===== config.mk =====
export PLATFORM = sky130hd
export DESIGN_NAME = clk_period_meter
export DESIGN_NICKNAME = d
export VERILOG_FILES = /design/src/rtl/clk_period_meter.sv
export SDC_FILE = /design/constraint.sdc
export NUM_CORES = 1
export LEC_CHECK = 0
export ABC_AREA = 1
export BUFFER_PORTS_ARGS = -buffer_cell sky130_fd_sc_hd__buf_2
export CAP_MARGIN = 20
export CORE_MARGIN = 4
export CORE_UTILIZATION = 45
export CTS_BUF_LIST = sky130_fd_sc_hd__clkbuf_16
export CTS_CLUSTER_SIZE = 20
export DETAILED_ROUTE_END_ITERATION = 8
export PLACE_DENSITY = 0.75
export SYNTH_ARGS = -nofsm -noshare
export SYNTH_HDL_FRONTEND = slang
export SYNTH_SLANG_ARGS = --single-unit

===== constraint.sdc =====
create_clock -name clk -period 3.55 [get_ports clk]
set_clock_uncertainty 0.2 [all_clocks]
set_input_delay 0.1775 -clock clk [delete_from_list [all_inputs] [get_ports clk]]
set_output_delay 0.1775 -clock clk [all_outputs]
set_load 0.01 [all_outputs]

===== src/rtl/clk_period_meter.sv =====
// -----------------------------------------------------------------------------
// clk_period_meter
//
// Measures the period and the high time of a slow clock (clk_in) that is
// asynchronous to the fast system clock. The result is in nanoseconds,
// accumulated in UNIT-ns steps, one step per system clock. It is the
// receive-side partner of the ns-programmed clock generator: it either checks
// that generator's output or recovers an ns value from an unknown clock.
//
// Ports
//   clk        in   1           system clock; all logic runs on its rising edge
//   rst_n      in   1           asynchronous reset, active low
//   enable     in   1           1 = measure; 0 = idle and clear lock
//   clk_in     in   1           clock under test, asynchronous to clk
//   period_ns  out  RESOLUTION  last rising-to-rising period, ns
//   high_ns    out  RESOLUTION  last rising-to-falling high time, ns
//   valid      out  1           one-cycle pulse: period_ns/high_ns just updated
//   timeout    out  1           one-cycle pulse: no rising edge within TIMEOUT_NS
//   locked     out  1           level: at least one valid period since arming,
//                               and no timeout since then
// -----------------------------------------------------------------------------
module clk_period_meter #(
  parameter logic [63:0] CLK_FREQUENCY = 64'd420000000,
  parameter logic [63:0] SECOND        = 64'd1000000000,
  parameter logic [63:0] UNIT          = SECOND / CLK_FREQUENCY,
  parameter int          RESOLUTION    = 64,
  parameter logic [63:0] TIMEOUT_NS    = 64'd1000000000
) (
  input  logic                  clk,
  input  logic                  rst_n,
  input  logic                  enable,
  input  logic                  clk_in,
  output logic [RESOLUTION-1:0] period_ns,
  output logic [RESOLUTION-1:0] high_ns,
  output logic                  valid,
  output logic                  timeout,
  output logic                  locked
);

  localparam logic [RESOLUTION-1:0] UNIT_R    = RESOLUTION'(UNIT);
  localparam logic [RESOLUTION-1:0] TIMEOUT_R = RESOLUTION'(TIMEOUT_NS);

  typedef enum logic [1:0] {
    IDLE    = 2'd0,
    ARM     = 2'd1,
    MEASURE = 2'd2
  } state_t;

  // Running time since the last accepted rising edge, plus one step.
  // TIMEOUT_NS is kept below 2^RESOLUTION-UNIT, so this never wraps.
  function automatic logic [RESOLUTION-1:0] add_unit(input logic [RESOLUTION-1:0] v);
    return v + UNIT_R;
  endfunction

  function automatic logic past_timeout(input logic [RESOLUTION-1:0] v);
    return (v > TIMEOUT_R);
  endfunction

  state_t                  state, state_nxt;
  logic [RESOLUTION-1:0]   cnt, cnt_nxt;
  logic [RESOLUTION-1:0]   high_cap, high_cap_nxt;
  logic [RESOLUTION-1:0]   period_nxt, high_nxt;
  logic                    valid_nxt, timeout_nxt, locked_nxt;

  logic                    sync_p0, sync_p1, sync_p2;
  logic                    rise, fall;
  logic [RESOLUTION-1:0]   cnt_inc;
  logic                    over;

  // Stage p0/p1: two-flop synchroniser; p2: previous synchronised value used
  // for edge detection. Both edges see the same three-cycle delay, so the
  // measured intervals carry no bias.
  always_ff @(posedge clk or negedge rst_n) begin
    if (!rst_n) begin
      sync_p0 <= 1'b0;
      sync_p1 <= 1'b0;
      sync_p2 <= 1'b0;
    end else begin
      sync_p0 <= clk_in;
      sync_p1 <= sync_p0;
      sync_p2 <= sync_p1;
    end
  end

  assign rise    = sync_p1 & ~sync_p2;
  assign fall    = ~sync_p1 & sync_p2;
  assign cnt_inc = add_unit(cnt);
  assign over    = past_timeout(cnt_inc);

  // Next-state and datapath decisions. enable=0 dominates everything; inside
  // MEASURE a timeout dominates a coincident rise so a too-long period is
  // never reported.
  always_comb begin
    state_nxt    = state;
    cnt_nxt      = cnt;
    high_cap_nxt = high_cap;
    period_nxt   = period_ns;
    high_nxt     = high_ns;
    valid_nxt    = 1'b0;
    timeout_nxt  = 1'b0;
    locked_nxt   = locked;

    if (!enable) begin
      state_nxt  = IDLE;
      cnt_nxt    = '0;
      locked_nxt = 1'b0;
    end else begin
      case (state)
        IDLE: begin
          cnt_nxt   = '0;
          state_nxt = ARM;
        end
        ARM: begin
          // A falling edge here belongs to a period we did not see start.
          if (rise) begin
            cnt_nxt   = '0;
            state_nxt = MEASURE;
          end
        end
        MEASURE: begin
          cnt_nxt = cnt_inc;
          if (over) begin
            timeout_nxt = 1'b1;
            locked_nxt  = 1'b0;
            cnt_nxt     = '0;
            state_nxt   = ARM;
          end else if (rise) begin
            period_nxt = cnt_inc;
            high_nxt   = high_cap;
            valid_nxt  = 1'b1;
            locked_nxt = 1'b1;
            cnt_nxt    = '0;
          end else if (fall) begin
            high_cap_nxt = cnt_inc;
          end
        end
        default: begin
          state_nxt = IDLE;
          cnt_nxt   = '0;
        end
      endcase
    end
  end

  // Registered state, counter and outputs; valid/timeout are single-cycle
  // pulses because their next values default to zero.
  always_ff @(posedge clk or negedge rst_n) begin
    if (!rst_n) begin
      state     <= IDLE;
      cnt       <= '0;
      high_cap  <= '0;
      period_ns <= '0;
      high_ns   <= '0;
      valid     <= 1'b0;
      timeout   <= 1'b0;
      locked    <= 1'b0;
    end else begin
      state     <= state_nxt;
      cnt       <= cnt_nxt;
      high_cap  <= high_cap_nxt;
      period_ns <= period_nxt;
      high_ns   <= high_nxt;
      valid     <= valid_nxt;
      timeout   <= timeout_nxt;
      locked    <= locked_nxt;
    end
  end

endmodule


# == After elaboration in Yosys (flattened, before gate mapping) ==
# Cells that the tools add are included.
# word_totals
word_cells,50
ff_bits,264
input_bits,4
# op_classes
n_bitwise,6
add_sub_neg,1
n_eq_ne,6
reduce_logical,5
mux,20
magnitude_cmp,1
# op_table
cell,n
$mux W64,4
$pmux W64 S2,1
$add A64 B2 Y64 const B,1
$gt A64 B30 Y1 const B,1
$mux W1,11
$mux W2,3
$ne A3 B3 Y1 const B,2
$pmux W2 S3,1
$reduce_and A5 Y1,1
$not A1 Y1,4
$reduce_and A2 Y1,2
$reduce_and A4 Y1,1
$ne A3 B1 Y1 const B,1
$and A1 B1 Y1,2
$eq A2 B1 Y1 const B,1
$eq A2 B2 Y1 const B,1
$logic_not A2 Y1,1
$ne A2 B1 Y1 const B,1

# == Logic depth before layout (Yosys ltp) ==
# Gate-level depths: netlist of run 1.
# logic_depth
word_depth,6
mapped_depth,22

# == Least setup slack after synthesis of run 1 ==
# No wires, ideal clock.
# synth_timing
kind,register to register
startpoint,register cnt[2]
endpoint,register period_ns[38]
path_slack_ps,761
setup_time_ps,112
stages_incl_launch_ff,19
required_time_ps,3238
path_buffers,3
synth_period_minus_slack_ps,2789
t_arrival_ps,2477
cell_sequence,dfrtp_1 > ha_1 > nand3_2 > nor2_4 > nand2_1 > nor2_2 > nand3_1 > xor2_1 > nor2_1 > nand2_1 > nor2_1 > nand2_1 > nor2_2 > nand4_1 > buf_2 > buf_4 > buf_4 > nand2_1 > inv_2
# synth_between
elab_chain_cells,4
# synth_lines
item,line_no,text
from (decl),60,"logic [RESOLUTION-1:0] cnt, cnt_nxt;"
from (signal assigned),159,cnt <= cnt_nxt;
$add A64 B2 Y64 *,52,return v + UNIT_R;
$gt A64 B30 Y1,56,return (v > TIMEOUT_R);
$not A1 Y1 (no line),--,
$reduce_and A4 Y1 (no line),--,
to (signal assigned),161,period_ns <= period_nxt;
to (decl),33,"output logic [RESOLUTION-1:0] period_ns,"
# Mark *: on every way between the ends. The rest lies on a longest branch, timed or not.
# A chain may end at the register's enable or synchronous reset.

# == Worst setup path after layout of run 1 ==
# layout_timing
startpoint,register cnt[2]
endpoint,register period_ns[21]
# Same word-level chain as after synthesis.

==> qor.txt, run 1 <==
status -> complete, but fails checks
failing checks -> negative hold slack
Hold Path Class -> primary input to asynchronous set/reset pin
Clock Path Buffers -> 3
worst-path maximum fanout -> 20
Tot GR Track Use -> 21.8%
nature of the critical path startpoint -> register
Final GP Congestion -> 0.995
initial core utilization -> 46.2%
final hold slack -> -0.00253 ns
Fillers -> 2334
die height -> 170 um
WL/cell -> 15.6 um
vias in the first global route -> 9754
flops & latches, synth -> 260
fin crit period -> 3.39 ns
Worst Path Required -> 3.78 ns
dpl hpwl -> 23100 um
initial antenna violation count -> 0
Post-Syn Area -> 11800 um2
DR iter-0 viols -> 993
Tcrit/Tclk final -> 95.6%
Worst VDD drop -> 341 uV
DR pass1 iterations -> 5
placed instance count -> 1999
first-pass GRT wire length -> 51000 um
Crit. End Element -> register
Max Cap Viol -> 0
Clk pin slew, worst setup/hold paths -> 0.06 ns
core box area -> 25500 um2
H-tree lvl count -> 1
Worst Path Class, Setup -> register to register
pwr/cell area -> 434 nW/um2
Area growth syn-to-layout -> 20.4%
Most used DFF post-synth -> dfrtp_1
vias per cell -> 4.93
Clock Latency Late Sink -> 0.55 ns
number of port buffers -> 132
FP Rows -> 58
die footprint -> 28800 um2
ys async rst share -> 100%
post-place setup slack -> -0.0238 ns
synth top area cells -> dfrtp_1, nand2_1, nor2_1
DRC -> 0
Slew HR -> 49.9%
Ant. Diodes -> 0
r2r worst-path depth -> 17
setup violation total in the final timing report -> 0
setup slack after layout -> 0.158 ns
Routed WL -> 32100 um
post-synthesis cell type count -> 27
largest net degree at the start of global routing -> 89
clock sinks -> 260
root buffer cell -> clkbuf_16
FF/Latch Area -> 6510 um2
Static Leak -> 8.02 nW
yosys warns -> 0
Top Ports -> 135
Worst-Margin Slew -> 0.752 ns
Finished Layout Cells -> 2055
post-synth top area share -> 55.3%
Detail Route Antenna Nets -> 0
CTS tree -> yes
Avg Cell Area, Syn -> 7.69 um2
final hold violation count -> 1
sequential area share after synthesis -> 55.3%
fin nets -> 1711
Slew Limit Fails -> 0
Num CTS Buffers -> 27
CP arrival -> 3.62 ns
Synth area leader -> dfrtp_1
fraction of layout cells with a size suffix above 1 -> 15.4%
FMAX -> 0.295 GHz
grt ovf -> 0
Die W -> 170 um
number of synthesized flops with an enable pin -> 0
vias -> 10100
commonest cells in the netlist -> nand2_1, dfrtp_1, nor2_1
multi-input logic area -> 4430 um2
dominant cell by count in the synthesized netlist -> nand2_1
Synth Instances -> 1530
-- metrics by stage --
stage / setup TNS [ns] / hold slack (ns) / instance area (um2) / power, mW / utilization [%]
detailed placement: -0.104 / 0.0470 / 13200 / 3.34 / 51.7
finish: 0 / -0.00253 / 14200 / 6.15 / 55.6
global placement: 0 / 0.0418 / 13200 / 3.34 / 51.7
CTS: 0 / 0.0686 / 14100 / 6.21 / 55.3
floorplan: 0 / -0.318 / 11800 / 3.19 / -
global route: -0.372 / 0.0779 / 14200 / 6.36 / 55.6
-- final cells by class --
| type | count | share of cell area, % |
|---|---|---|
| Sequential cell | 260 | 45.9 |
| Multi-Input combinational cell | 1064 | 31.3 |
| Timing Repair Buffer | 191 | 9.38 |
| Clock buffer | 27 | 4.77 |
| Inverter | 162 | 4.29 |
| Tap cell | 330 | 2.91 |
| Clock inverter | 21 | 1.49 |
-- state kept, by name (all words and copies together) (netlist names) --
signal	flops
timeout	1
state	2
period_ns	63
high_cap	63
sync_p0	1
locked	1
sync_p1	1
valid	1
high_ns	63
cnt	63
sync_p2	1
-- per-layer routing --
layer | global-route usage [%] | wire length, um
met1 | 30.7 | 14200
met2 | 35.4 | 14900
met3 | 3.38 | 2120
met4 | 5.81 | 807
met5 | 0 | 0
-- worst paths after layout --
| check | from | endpoint | slack, ns |
|---|---|---|---|
| setup / recovery | cnt[2] | period_ns[21] | 0.16 |
| hold / removal | rst_n | period_ns[63] | -0.003 |
| setup reg to reg | cnt[2] | period_ns[21] | 0.16 |
| hold reg to reg | sync_p0 | sync_p1 | 0.15 |
| max in group asynchronous | rst_n | high_ns[40] | 2.17 |
| min in group clk | clk_in | sync_p0 | 0.12 |
-- report_power, final --
part           switching (mW)  internal [mW]  total [mW]
sequential             0.0182           2.99        3.01
combinational           0.206         0.0784       0.284
clock                    1.18           1.68        2.86
total                    1.41           4.75        6.15
-- repair_timing --
action / 4_1_cts / 5_1_grt
buffers inserted: 0 / 4
gates resized for setup: 2 / 7
gates cloned: 0 / 1
endpoints found under the hold margin: 90 / 0
hold buffers: 3 / 0
pin swaps: 1 / 2
setup endpoints to repair: 50 / 187
-- placed cells by master (no fill, tap or decap), types with 3 or more instances in the layout --
cell,count
nand2_1,727
dfrtp_1,260
nor2_1,179
inv_1,154
buf_2,131
nand3_1,43
buf_4,39
clkbuf_16,28
nand4_1,20
xor2_1,16
o22ai_1,15
buf_12,15
inv_2,14
nor2_2,11
nor2_4,9
nor3_1,8
o21ai_0,7
clkinv_1,7
nand2_2,5
xnor2_1,5
a21oi_1,4
o21ai_1,4
bufinv_16,4
nand3b_1,3
dlygate4sd3_1,3
-- worst max-delay path, cell delays in order, from the launching register on --
cell	delay, ns
dfrtp_1	0.42
ha_2	0.26
nand3_2	0.16
nor2_4	0.21
nand2_1	0.18
nor2_4	0.18
nand3_1	0.10
xor2_1	0.15
nor2_1	0.09
nand2_1	0.05
nor2_1	0.20
nand2_1	0.13
nor2_4	0.22
nand4_1	0.18
buf_12	0.24
buf_12	0.16
nand2_1	0.07
nand2_1	0.07
-- cells by family (layout without fill, tap and decap cells) --
family	Yosys count	after routing	synth area share (%)
simple gates	1008	1008	34.0
compound gates	32	32	1.56
fa+ha+maj	1	1	0.106
buf+inv	207	401	7.42
flops	260	260	55.3
xor+xnor	21	21	1.56
other cells	1	2	0.0319
No activity file was read; power rests on OpenSTA's default activity.
==> inputs of run 2 (changes only) <==
--- a/config.mk
+++ b/config.mk
@@ -6,6 +6,7 @@
 export NUM_CORES = 1
 export LEC_CHECK = 0
 export ABC_AREA = 1
+export ABC_CLOCK_PERIOD_IN_PS = 3600
 export BUFFER_PORTS_ARGS = -buffer_cell sky130_fd_sc_hd__buf_2
 export CAP_MARGIN = 20
 export CORE_MARGIN = 4
==> constraint.sdc (replaced) <==
create_clock -name clk -period 3.6 [get_ports clk]
set_clock_uncertainty 0.2 [all_clocks]
set_input_delay 0.18 -clock clk [delete_from_list [all_inputs] [get_ports clk]]
set_output_delay 0.18 -clock clk [all_outputs]
set_load 0.01 [all_outputs]
==> run 2 against run 1 <==
Effect of this change:
- the flow now finishes without violations
- combinational power fell by 2%
- largest power group unchanged
- global-route usage barely moved
- non-clock buffer count fell by 9
- final cell count fell by 0.34%
- critical path type unchanged
- design area fell by 0.47%
- critical endpoint is now high_cap[4]
- count of clock-buffer cells in the layout rose by 1
- via count rose by 0.61%
==> qor.txt, run 2 (synthesis results as in run 1) <==
initial antenna violation count -> 0
DR iter-0 viols -> 984
die height -> 170 um
Routed WL -> 32000 um
worst path cell trace -> ha_2 -> inv_1 -> nor2_4 -> nand2_2 -> nor2_4 -> nand2_1 -> o21ai_1 -> nand2_1 -> nor2_2 -> nand2_1 -> nor2_2 -> nand2_1 -> nor2_4 -> nand3_2 -> buf_4 -> nor2_4 -> buf_12 -> nand2_1 -> nand2_1
Crit path largest cell delay -> 0.41 ns
status -> completed
r2r setup slk -> 0.21 ns
H-tree lvl count -> 1
Flop pwr share -> 48.6%
worst-path maximum fanout -> 15
Gate power share -> 4.5%
core box area -> 25500 um2
first-pass GRT wire length -> 51500 um
DP Area -> 13000 um2
Crit. End Element -> register
DR pass1 iterations -> 5
FP Rows -> 58
root buffer cell -> clkbuf_16
Ant. Diodes -> 0
switch share -> 23.6%
TNS Setup -> 0 ns
vias in the first global route -> 9806
post-route cell area -> 14100 um2
Clock Latency Late Sink -> 0.56 ns
most common cell after layout, fill and taps aside -> nand2_1
Max Cap Viol -> 0
vias -> 10200
fraction of layout cells with a size suffix above 1 -> 15.3%
setup violation total in the final timing report -> 0
Die W -> 170 um
clock sinks -> 260
Worst VDD drop -> 345 uV
Clock Path Buffers -> 3
number of port buffers -> 132
Worst Path Class, Setup -> register to register
Hold Path Class -> primary input to register
pwr/cell area -> 433 nW/um2
Tot GR Track Use -> 21.7%
R2R Path End -> high_cap[4]
Worst Path Required -> 3.89 ns
Area growth syn-to-layout -> 19.9%
Static Leak -> 7.95 nW
vias per cell -> 4.98
fin crit period -> 3.39 ns
commonest cells after routing, fill and taps aside -> nand2_1, dfrtp_1, nor2_1
CP endpoint -> high_cap[4]
nature of the critical path startpoint -> register
dpl hpwl -> 22500 um
FMAX -> 0.295 GHz
Clk pin slew, worst setup/hold paths -> 0.06 ns
crit path from -> cnt[2]
r2r worst-path depth -> 19
CP arrival -> 3.68 ns
Num CTS Buffers -> 28
CTS tree -> yes
Slew Limit Fails -> 0
largest net degree at the start of global routing -> 116
Final GP Congestion -> 0.993
grt ovf -> 0
slowest CP cell -> dfrtp_1
most used cell, CP -> nand2_1
total internal power -> 4.67 mW
initial core utilization -> 46.2%
Clock power frac -> 46.9%
final hold violation count -> 0
Worst-Margin Slew -> 0.904 ns
Tcrit/Tclk final -> 94.2%
net switching power -> 1.44 mW
Top Ports -> 135
fin nets -> 1703
worst reg2reg startpoint -> cnt[2]
die footprint -> 28800 um2
WL/cell -> 15.6 um
Detail Route Antenna Nets -> 0
DRC -> 0
Slew HR -> 39.8%
Final Util -> 55.4%
run 2: how the worst min path moves through the flow:
| stage | from | to | slack (ns) | cells after the start |
|---|---|---|---|---|
| CTS | clk_in | sync_p0 | 0.09 | 2 |
| detailed placement | clk_in | sync_p0 | 0.11 | 1 |
| floorplan | rst_n | cnt[10] | -0.32 | 0 |
| global placement | clk_in | sync_p0 | 0.12 | 1 |
| global route | clk_in | sync_p0 | 0.09 | 2 |
| finish | clk_in | sync_p0 | 0.09 | 2 |
run 2: what timing repair did:
| item | CTS | global route |
|---|---|---|
| buffers inserted | 0 | 7 |
| cloned | 0 | 2 |
| hold buffers | 3 | 0 |
| hold endpoints to repair | 116 | 0 |
| resized for setup | 1 | 8 |
| endpoints found under the setup margin | 12 | 198 |
| pin swaps | 0 | 5 |
run 2: worst max-delay path: cells and delay by family, from the launching register on:
kind	cells	cell delay [ns]
AND/OR/NAND/NOR	14	1.85
buffers and inverters	3	0.46
flip-flops	1	0.41
adder cells (fa/ha/maj)	1	0.25
AO/OA/AOI/OAI	1	0.14
run 2: stage by stage:
step	cells	hold WS (ns)	power [mW]	setup slack [ns]
2_1_floorplan	1531	-0.316	3.15	0.811
3_3_place_gp	1986	0.119	3.29	0.0148
3_5_place_dp	1986	0.115	3.29	0.0227
4_1_cts	2039	0.0928	6.15	0.0482
5_1_grt	2048	0.0875	6.32	-0.0464
6_report	2048	0.0921	6.11	0.207
run 2: final cells by class:
type / instances / area, um2
sequential: 260 / 6510
timing repair buffer: 182 / 1230
multi-input combinational: 1064 / 4430
fill: 2295 / 11400
clock inverter: 22 / 223
inverter: 162 / 608
tap: 330 / 413
clock buffer: 28 / 701
run 2: power by group through the flow:
stage,logic (mW),clock network [mW],registers [mW]
after global routing,0.308,3.04,2.97
after CTS,0.273,2.90,2.97
after global placement,0.265,0,3.02
after floorplan,0.123,0,3.03
final,0.278,2.87,2.97
after detailed placement,0.269,0,3.02
run 2: per-layer routing:
| metal | up-vias | GRT usage, % | wire, um |
|---|---|---|---|
| met2 | 318 | 35.7 | 15100 |
| met1 | 4874 | 30.5 | 14100 |
| met4 | 0 | 6.20 | 815 |
| met3 | 61 | 2.84 | 2030 |
| met5 | - | 0 | 0 |
| li1 | 4943 | - | - |
==> inputs of run 3 (changes only) <==
--- a/config.mk
+++ b/config.mk
@@ -6,15 +6,15 @@
 export NUM_CORES = 1
 export LEC_CHECK = 0
 export ABC_AREA = 1
-export ABC_CLOCK_PERIOD_IN_PS = 3600
+export ABC_CLOCK_PERIOD_IN_PS = 3100
 export BUFFER_PORTS_ARGS = -buffer_cell sky130_fd_sc_hd__buf_2
 export CAP_MARGIN = 20
 export CORE_MARGIN = 4
-export CORE_UTILIZATION = 45
+export CORE_UTILIZATION = 53
 export CTS_BUF_LIST = sky130_fd_sc_hd__clkbuf_16
 export CTS_CLUSTER_SIZE = 20
 export DETAILED_ROUTE_END_ITERATION = 8
-export PLACE_DENSITY = 0.75
+export PLACE_DENSITY = 0.87
 export SYNTH_ARGS = -nofsm -noshare
 export SYNTH_HDL_FRONTEND = slang
 export SYNTH_SLANG_ARGS = --single-unit
==> constraint.sdc (replaced) <==
create_clock -name clk -period 3.1 [get_ports clk]
set_clock_uncertainty 0.2 [all_clocks]
set_input_delay 0.155 -clock clk [delete_from_list [all_inputs] [get_ports clk]]
set_output_delay 0.155 -clock clk [all_outputs]
set_load 0.01 [all_outputs]
==> run 3 against run 2 <==
Effect of this change:
- combinational power grew 48%
- non-clock buffer count grew 127
- the flow now finishes with violations (negative setup slack)
- highest routed layer unchanged
- via count grew 20%
- worst hold slack lost 0.049 ns
==> qor.txt, run 3 (synthesis results as in run 1) <==
commonest cells after routing, fill and taps aside -> nand2_1, dfrtp_1, inv_1
largest net degree at the start of global routing -> 103
nature of the critical path startpoint -> register
Gate power share -> 5.8%
Worst-Margin Slew -> 0.795 ns
FP Rows -> 54
dpl hpwl -> 23800 um
Slew HR -> 46.6%
core box area -> 21800 um2
vias in the first global route -> 11400
Worst VDD drop -> 435 uV
Clock power frac -> 45.6%
Top Ports -> 135
Worst Path Class, Setup -> register to register
DRC -> 0
H-tree lvl count -> 1
Slew Limit Fails -> 0
Clock Path Buffers -> 3
TNS Setup -> -41.68 ns
Clk pin slew, worst setup/hold paths -> 0.08 ns
initial antenna violation count -> 0
Final GP Congestion -> 1.02
vias -> 12300
initial core utilization -> 53.9%
grt ovf -> 0
net switching power -> 1.75 mW
first-pass GRT wire length -> 59200 um
switch share -> 24.5%
setup slack after layout -> -0.338 ns
final hold violation count -> 0
fin crit period -> 3.44 ns
post-route cell area -> 15700 um2
CTS tree -> yes
CP arrival -> 3.71 ns
fraction of layout cells with a size suffix above 1 -> 27.8%
status -> complete, but fails checks
fin nets -> 1829
Ant. Diodes -> 0
DR iter-0 viols -> 1858
number of port buffers -> 132
Fillers -> 1421
Num CTS Buffers -> 27
Static Leak -> 8.85 nW
DR pass1 iterations -> 6
most common cell after layout, fill and taps aside -> nand2_1
Routed WL -> 44000 um
post-place setup slack -> -0.363 ns
pwr/cell area -> 455 nW/um2
Worst Path Required -> 3.38 ns
clock sinks -> 260
Hold Path Class -> primary input to asynchronous set/reset pin
Detail Route Antenna Nets -> 0
Die W -> 157 um
Crit. End Element -> register
Clock Latency Late Sink -> 0.56 ns
setup violation total in the final timing report -> 218
Flop pwr share -> 48.6%
WL/cell -> 20.8 um
die footprint -> 24700 um2
Tot GR Track Use -> 30.2%
vias per cell -> 5.78
die height -> 157 um
total internal power -> 5.38 mW
failing checks -> negative setup slack
RSZ-0062 raised after global routing -> true
root buffer cell -> clkbuf_16
Area growth syn-to-layout -> 33.3%
Max Cap Viol -> 0
DP Area -> 13500 um2
Tcrit/Tclk final -> 111%
worst-path maximum fanout -> 7
FMAX -> 0.291 GHz
## run 3: cell count changes in the layout (fill, tap and decap cells not counted), moves of 5 or more
cell,change
buf_4,+105
nand2_2,+44
dfrtp_1,-14
buf_6,+12
nand2_4,+6
nor2_4,+24
inv_2,+5
nor2_2,+21
dfrtp_2,+14
nor2_1,-45
nor3_1,-5
nand2_1,-50
buf_16,+5
## run 3: final timing paths
kind | from | to | slack, ns | depth (start not counted)
max | cnt[2] | high_cap[16] | -0.34 | 21
min | rst_n | period_ns[53] | 0.04 | 2
max reg2reg | cnt[2] | high_cap[16] | -0.34 | 21
min reg2reg | sync_p0 | sync_p1 | 0.17 | 0
max in group asynchronous | rst_n | high_ns[41] | 1.72 | 3
min in group clk | clk_in | sync_p0 | 0.09 | 2
## run 3: worst max-delay path, stage by stage, from the launching register on
cell	delay (ns)
dfrtp_2	0.45
ha_4	0.20
inv_2	0.08
nor2_4	0.11
nand2_2	0.09
buf_4	0.17
nor2_2	0.24
nand3_1	0.17
nand2_1	0.12
inv_1	0.08
nand3_1	0.09
nand2_1	0.05
nand2_1	0.06
nand3_1	0.12
nand2_2	0.17
nand3_4	0.11
buf_6	0.18
nor2_4	0.12
buf_12	0.15
clkbuf_16	0.15
nand2_1	0.05
nand2_1	0.16
## run 3: per-layer routing
metal,wire length [um],share of wire [%],GRT usage [%]
met2,20200,46,49.4
met3,4820,11,4.76
met1,15300,35,39.1
met5,0,0,0
met4,3690,8.4,15.6
## run 3: what timing repair did
action,CTS,global route
hold buffers,3,0
buffers inserted,20,25
hold endpoints to repair,101,0
pin swaps,21,48
cloned,4,9
gates resized for setup,74,132
setup endpoints to repair,222,223
## run 3: cell type report
cell class / instances / area (um2) / share of cell area [%]
Clock buffer: 27 / 676 / 4.31
Clock inverter: 19 / 175 / 1.12
Inverter: 162 / 608 / 3.88
Multi-Input combinational cell: 1064 / 4940 / 31.5
Sequential cell: 260 / 6520 / 41.6
Tap cell: 280 / 350 / 2.23
Timing Repair Buffer: 309 / 2410 / 15.4
## run 3: power groups by stage
stage / sequential, mW / clock (mW) / combinational (mW)
4_1_cts: 3.45 / 3.19 / 0.347
5_1_grt: 3.46 / 3.38 / 0.431
3_5_place_dp: 3.51 / 0 / 0.314
2_1_floorplan: 3.51 / 0 / 0.143
6_report: 3.46 / 3.25 / 0.412
3_3_place_gp: 3.51 / 0 / 0.305
## run 3: stage by stage
stage               std cells  util, %  power (mW)  hold WS, ns
floorplan                1531        -        3.66       -0.341
CTS                      2088     68.3        6.98       0.0749
global route             2121     71.9        7.27       0.0852
finish                   2121     71.9        7.13       0.0434
detailed placement       2015     61.9        3.83       0.0542
global placement         2015     61.9        3.82       0.0487
